**config.mk**
```make
export PLATFORM = sky130hd
export DESIGN_NAME = alu_sequencer
export DESIGN_NICKNAME = d
export VERILOG_FILES = /design/src/rtl/alu_sequencer_pkg.sv /design/src/rtl/alu_latency_lut.sv /design/src/rtl/alu_sequencer.sv
export SDC_FILE = /design/constraint.sdc
export NUM_CORES = 1
export LEC_CHECK = 0
export CAP_MARGIN = 15
export CORE_MARGIN = 5
export CORE_UTILIZATION = 41
export CTS_CLUSTER_DIAMETER = 60
export DETAILED_ROUTE_END_ITERATION = 8
export PLACE_DENSITY = 0.8
export SLEW_MARGIN = 40
export SYNTH_ARGS = -nofsm -noshare
export SYNTH_HDL_FRONTEND = slang
export SYNTH_SLANG_ARGS = --single-unit
```
**constraint.sdc**
```tcl
create_clock -name clock -period 2 [get_ports clock]
set_input_delay 0.4 -clock clock [delete_from_list [all_inputs] [get_ports clock]]
set_output_delay 0.4 -clock clock [all_outputs]
set_load 0.1 [all_outputs]
```
**src/rtl/alu_sequencer_pkg.sv**
```systemverilog
// Shared opcode map, FSM encoding and latency-lookup record for the ALU
// sequencer and the ALU it drives.
package alu_sequencer_pkg;

  localparam int OP_W   = 5;
  localparam int DATA_W = 32;
  localparam int CNT_W  = 4;

  localparam logic [OP_W-1:0] OP_ADD  = 5'd0;
  localparam logic [OP_W-1:0] OP_SUB  = 5'd1;
  localparam logic [OP_W-1:0] OP_AND  = 5'd2;
  localparam logic [OP_W-1:0] OP_OR   = 5'd3;
  localparam logic [OP_W-1:0] OP_SHR  = 5'd4;
  localparam logic [OP_W-1:0] OP_SHRA = 5'd5;
  localparam logic [OP_W-1:0] OP_SHL  = 5'd6;
  localparam logic [OP_W-1:0] OP_ROR  = 5'd7;
  localparam logic [OP_W-1:0] OP_ROL  = 5'd8;
  localparam logic [OP_W-1:0] OP_MUL  = 5'd9;
  localparam logic [OP_W-1:0] OP_DIV  = 5'd10;
  localparam logic [OP_W-1:0] OP_NEG  = 5'd11;
  localparam logic [OP_W-1:0] OP_NOT  = 5'd12;

  localparam int              OP_COUNT = 13;
  localparam logic [OP_W-1:0] OP_LAST  = 5'd12;

  localparam logic [1:0] ST_IDLE = 2'd0;
  localparam logic [1:0] ST_EXEC = 2'd1;
  localparam logic [1:0] ST_RESP = 2'd2;

  typedef struct packed {
    logic [CNT_W-1:0] latency;
    logic             err;
  } lat_info_t;

  function automatic logic op_is_legal(input logic [OP_W-1:0] op);
    return op <= OP_LAST;
  endfunction

endpackage

```
**src/rtl/alu_latency_lut.sv**
```systemverilog
// Maps an opcode (and divisor) to the ALU settle latency and an error flag.
module alu_latency_lut
  import alu_sequencer_pkg::*;
#(
  parameter int MUL_CYCLES = 4,
  parameter int DIV_CYCLES = 8
) (
  input  logic [OP_W-1:0]   op,
  input  logic [DATA_W-1:0] b,
  output lat_info_t         info
);

  // Erroring requests get latency 0 so they reach RESP one cycle after accept.
  always_comb begin
    info.latency = 4'd1;
    info.err     = 1'b0;
    if (!op_is_legal(op)) begin
      info.latency = 4'd0;
      info.err     = 1'b1;
    end else if (op == OP_MUL) begin
      info.latency = CNT_W'(MUL_CYCLES);
    end else if (op == OP_DIV) begin
      if (b == '0) begin
        info.latency = 4'd0;
        info.err     = 1'b1;
      end else begin
        info.latency = CNT_W'(DIV_CYCLES);
      end
    end
  end

endmodule

```
**src/rtl/alu_sequencer.sv**
```systemverilog
// Request/response sequencer: latches an operation onto an external ALU,
// waits the opcode's settle time, then presents the captured result.
module alu_sequencer
  import alu_sequencer_pkg::*;
#(
  parameter int MUL_CYCLES = 4,
  parameter int DIV_CYCLES = 8
) (
  input  logic              clock,
  input  logic              clear_n,
  input  logic              req_valid,
  output logic              req_ready,
  input  logic [DATA_W-1:0] req_a,
  input  logic [DATA_W-1:0] req_b,
  input  logic [OP_W-1:0]   req_op,
  output logic [DATA_W-1:0] alu_a,
  output logic [DATA_W-1:0] alu_b,
  output logic [OP_W-1:0]   alu_op,
  input  logic [63:0]       alu_result,
  output logic              rsp_valid,
  input  logic              rsp_ready,
  output logic [DATA_W-1:0] rsp_hi,
  output logic [DATA_W-1:0] rsp_lo,
  output logic              rsp_err
);

  logic [1:0]        state_q, state_d;
  logic [CNT_W-1:0]  cnt_q, cnt_d;
  logic              err_q, err_d;
  logic [DATA_W-1:0] alu_a_q, alu_a_d, alu_b_q, alu_b_d;
  logic [OP_W-1:0]   alu_op_q, alu_op_d;
  logic [DATA_W-1:0] rsp_hi_q, rsp_hi_d, rsp_lo_q, rsp_lo_d;
  logic              rsp_err_q, rsp_err_d;
  lat_info_t         lut_info;

  alu_latency_lut #(
    .MUL_CYCLES(MUL_CYCLES),
    .DIV_CYCLES(DIV_CYCLES)
  ) u_lut (
    .op  (req_op),
    .b   (req_b),
    .info(lut_info)
  );

  always_comb begin
    state_d   = state_q;
    cnt_d     = cnt_q;
    err_d     = err_q;
    alu_a_d   = alu_a_q;
    alu_b_d   = alu_b_q;
    alu_op_d  = alu_op_q;
    rsp_hi_d  = rsp_hi_q;
    rsp_lo_d  = rsp_lo_q;
    rsp_err_d = rsp_err_q;
    case (state_q)
      ST_IDLE: begin
        if (req_valid) begin
          alu_a_d  = req_a;
          alu_b_d  = req_b;
          alu_op_d = req_op;
          cnt_d    = lut_info.latency;
          err_d    = lut_info.err;
          state_d  = ST_EXEC;
        end
      end
      ST_EXEC: begin
        // Counter parks at zero; an erroring request carries a zero result.
        if (cnt_q == '0) begin
          rsp_hi_d  = err_q ? '0 : alu_result[63:32];
          rsp_lo_d  = err_q ? '0 : alu_result[31:0];
          rsp_err_d = err_q;
          state_d   = ST_RESP;
        end else begin
          cnt_d = cnt_q - 4'd1;
        end
      end
      ST_RESP: begin
        if (rsp_ready) state_d = ST_IDLE;
      end
      default: state_d = ST_IDLE;
    endcase
  end

  always_ff @(posedge clock or negedge clear_n) begin
    if (!clear_n) begin
      state_q   <= ST_IDLE;
      cnt_q     <= '0;
      err_q     <= 1'b0;
      alu_a_q   <= '0;
      alu_b_q   <= '0;
      alu_op_q  <= '0;
      rsp_hi_q  <= '0;
      rsp_lo_q  <= '0;
      rsp_err_q <= 1'b0;
    end else begin
      state_q   <= state_d;
      cnt_q     <= cnt_d;
      err_q     <= err_d;
      alu_a_q   <= alu_a_d;
      alu_b_q   <= alu_b_d;
      alu_op_q  <= alu_op_d;
      rsp_hi_q  <= rsp_hi_d;
      rsp_lo_q  <= rsp_lo_d;
      rsp_err_q <= rsp_err_d;
    end
  end

  assign req_ready = (state_q == ST_IDLE);
  assign rsp_valid = (state_q == ST_RESP);
  assign alu_a     = alu_a_q;
  assign alu_b     = alu_b_q;
  assign alu_op    = alu_op_q;
  assign rsp_hi    = rsp_hi_q;
  assign rsp_lo    = rsp_lo_q;
  assign rsp_err   = rsp_err_q;

endmodule
```
==> summary.txt <==
Floorplan
  – Io pins: approximately 270
  – Vert. Die Dim: between 100 and 150 um
  – Core area: 13,800 um2
  – Die ar.: around 17,000 um2
  – Die width: 128 um
  – Cell Rows: 43
  – Starting Density: 41.6%

Clock tree
  – Clk Tree Root Cell: clkbuf_16
  – Clock Path Buffers: 2
  – Inserted Clock Buffers: 17
  – H-Tree Depth: 4
  – Sink Count: around 140
  – CTS tree: built
  – Worst-skew pair later-pin latency: 0.40 ns
  – Clk pin slew, worst setup/hold paths: about 0.06 ns
  – Postcts setup bufs: 0

STA
  – Least-Margin Pin Slew: slightly above 0.5 ns
  – Slew Limit Headroom: 66.1%
  – Period minus WS final: between 1.5 and 2 ns
  – Final Hold Fails: 0
  – RSZ-0062 raised after global routing: no
  – Pins Over Slew Limit: 0
  – Skew final: 0.00724 ns
  – Setup tns final: 0 ns
  – Final setup viols: 0
  – Period utilization: about 93%
  – FMAX: 536 MHz

Logic synthesis
  – Sequential cell area fraction in the yosys report: 61.3%
  – Synth top area cells: dfrtp_1 61%, mux2_2 14%, nand3b_1 8.9%
  – Mapped Nets: about 630
  – Ys Warns: 0
  – Cell variety after synth: 28
  – Post-synth EDFFs: 0
  – Mean Syn Cell Area: 11.8 um2
  – Ys async rst share: 100%
  – Yosys top cell area share: about 61%
  – Top_reg_cell synth: dfrtp_1
  – Synth area leader: dfrtp_1
  – Register bit count reported by yosys: roughly 140
  – Post-Syn Instances: around 490
  – Synthesized area: about 5800 um2

Critical path
  – CP startpoint kind: register
  – Setup CP Type: register to register
  – Worst Setup SP: cnt_q[0]$_DFFE_PN0P_
  – Worst-path fanout max: 6
  – WP data required: around 2.3 ns
  – Crit. End Element: register
  – Reg2reg start: cnt_q[0]$_DFFE_PN0P_
  – CP arrival: about 2.1 ns

Global route
  – First-pass GRT wire length: roughly 26,000 um
  – Vias in the first global route: roughly 4,900
  – Overflow after GRT: 0
  – Pin count of the biggest net entering global routing: between 60 and 70
  – Antenna violations before repair: 0
  – Gr usage total: 19.6%

Place
  – Port Buffers: roughly 270
  – DP Area: approximately 8400 um2
  – Post-DP HPWL: around 12,000 um
  – GP Congestion: about 0.85

Final layout
  – Final Util: around two thirds
  – Final Cell Area: ~9000 um2
  – Layout area overhead: 55.7%
  – Antenna Cells: 0
  – Final layout net count: 900
  – Filler Cells Inserted: around 1,100
  – Layout cells sized above 1: between 30% and 40%

Drt
  – Routed vias: about 4,700
  – Drt first pass iters: 6
  – DRC: 0
  – Via density: roughly 4.9
  – Final wirelength: about 16,000 um
  – DRT antenna net count: 0
  – WL/cell: between 15 and 20 um
  – Iteration-0 DRC count of the detailed router: 201

Worst hold path
  – Worst Hold Launch: rsp_lo[12]$_DFFE_PN0P_
  – Hold Crit Class: register to register

Flow run
  – Max-cap violations: 0

Outcome
  – Status: finished, final reports clean
Yosys cell counts (2+ instances only):
| master | n |
|---|---|
| dfrtp_1 | 141 |
| nand2_1 | 134 |
| mux2_2 | 69 |
| nand3b_1 | 68 |
| buf_2 | 19 |
| clkbuf_1 | 10 |
| nor4_1 | 8 |
| nor2_1 | 5 |
| inv_1 | 4 |
| nor3_1 | 4 |
| o21ai_0 | 4 |
| nand2b_1 | 3 |
| or3_1 | 3 |
| nand4_1 | 2 |
| nor3b_1 | 2 |
worst max-delay path, stage by stage (launching register included):
cell and delay [ns]:
dfrtp_1 0.39, inv_1 0.06, ha_1 0.22, nor4bb_1 0.16
or3_4 0.41, buf_4 0.17, o21ai_0 0.20, o21ai_1 0.12
flip-flops by register name (all words and copies together), names as in the netlist:
| register | count |
|---|---|
| alu_a | 32 |
| alu_b | 32 |
| alu_op | 5 |
| cnt_q | 4 |
| err_q | 1 |
| rsp_err | 1 |
| rsp_hi | 32 |
| rsp_lo | 32 |
| state_q | 2 |
layout make-up:
cell class | instances | area, um2 | share of cell area [%]
multi-input cells | 314 | 2090 | 23.3
repair buffers | 284 | 2580 | 28.8
clock inverters | 7 | 67.6 | 0.754
clock buffers | 23 | 458 | 5.11
well taps | 180 | 225 | 2.51
flip-flops and latches | 141 | 3530 | 39.4
inverters | 4 | 15.0 | 0.168
final timing paths:
check / cells after the start / end / slack, ns
max in group asynchronous: 3 / alu_a[25]$_DFFE_PN0P_ / 0.89
worst max-delay path: 7 / cnt_q[2]$_DFFE_PN0P_ / 0.13
min in group asynchronous: 2 / rsp_lo[10]$_DFFE_PN0P_ / 0.51
worst min-delay path: 2 / rsp_lo[12]$_DFFE_PN0P_ / 0.46
worst max register to register: 7 / cnt_q[2]$_DFFE_PN0P_ / 0.13
worst min register to register: 2 / rsp_lo[12]$_DFFE_PN0P_ / 0.46
cell usage in the layout, fill, tap and decap left out, types with 2 or more instances in the layout:
| cell | Yosys | layout |
|---|---|---|
| buf_12 | 0 | 8 |
| buf_4 | 0 | 139 |
| clkbuf_1 | 10 | 5 |
| clkbuf_16 | 0 | 17 |
| clkdlybuf4s50_1 | 0 | 135 |
| clkinv_2 | 0 | 4 |
| clkinv_4 | 0 | 2 |
| dfrtp_1 | 141 | 141 |
| inv_1 | 4 | 4 |
| mux2_2 | 69 | 69 |
| nand2_1 | 134 | 134 |
| nand2b_1 | 3 | 3 |
| nand3b_1 | 68 | 68 |
| nand4_1 | 2 | 2 |
| nor2_1 | 5 | 4 |
| nor3_1 | 4 | 3 |
| nor3b_1 | 2 | 2 |
| nor4_1 | 8 | 8 |
| o21ai_0 | 4 | 3 |
timing repair:
action / 4_1_cts / 5_1_grt
setup endpoints to repair: 0 / 2
hold buffers: 1 / 0
hold endpoints to repair: 48 / 0
gates resized for setup: 0 / 3
per-stage QoR:
stage	hold WS [ns]	setup WS [ns]	cells
2_1_floorplan	0.104	0.0498	489
3_3_place_gp	0.386	0.113	922
3_5_place_dp	0.392	-0.0159	922
4_1_cts	0.469	0.0219	953
5_1_grt	0.483	0.0210	953
6_report	0.463	0.134	953
per-layer routing:
| layer | GRT usage [%] | up-vias | routed length, um |
|---|---|---|---|
| li1 | - | 2200 | - |
| met1 | 22.5 | 2253 | 6260 |
| met2 | 33.9 | 196 | 8150 |
| met3 | 7.18 | 26 | 1570 |
| met4 | 6.24 | 0 | 300 |
| met5 | 0 | - | 0 |
kinds of logic after synthesis:
logic type | count (synthesis) | share of synthesized area [%]
buffers and inverters | 34 | 2.76
adders and majority gates | 1 | 0.217
muxes | 69 | 13.5
DFF | 141 | 61.3
AOI/OAI and AO/OA | 12 | 1.50
and+or+nand+nor | 232 | 20.7
Power is left out: the tool's default activity adds up to more than one toggle a clock period on the data nets, which glitch-free logic cannot reach.
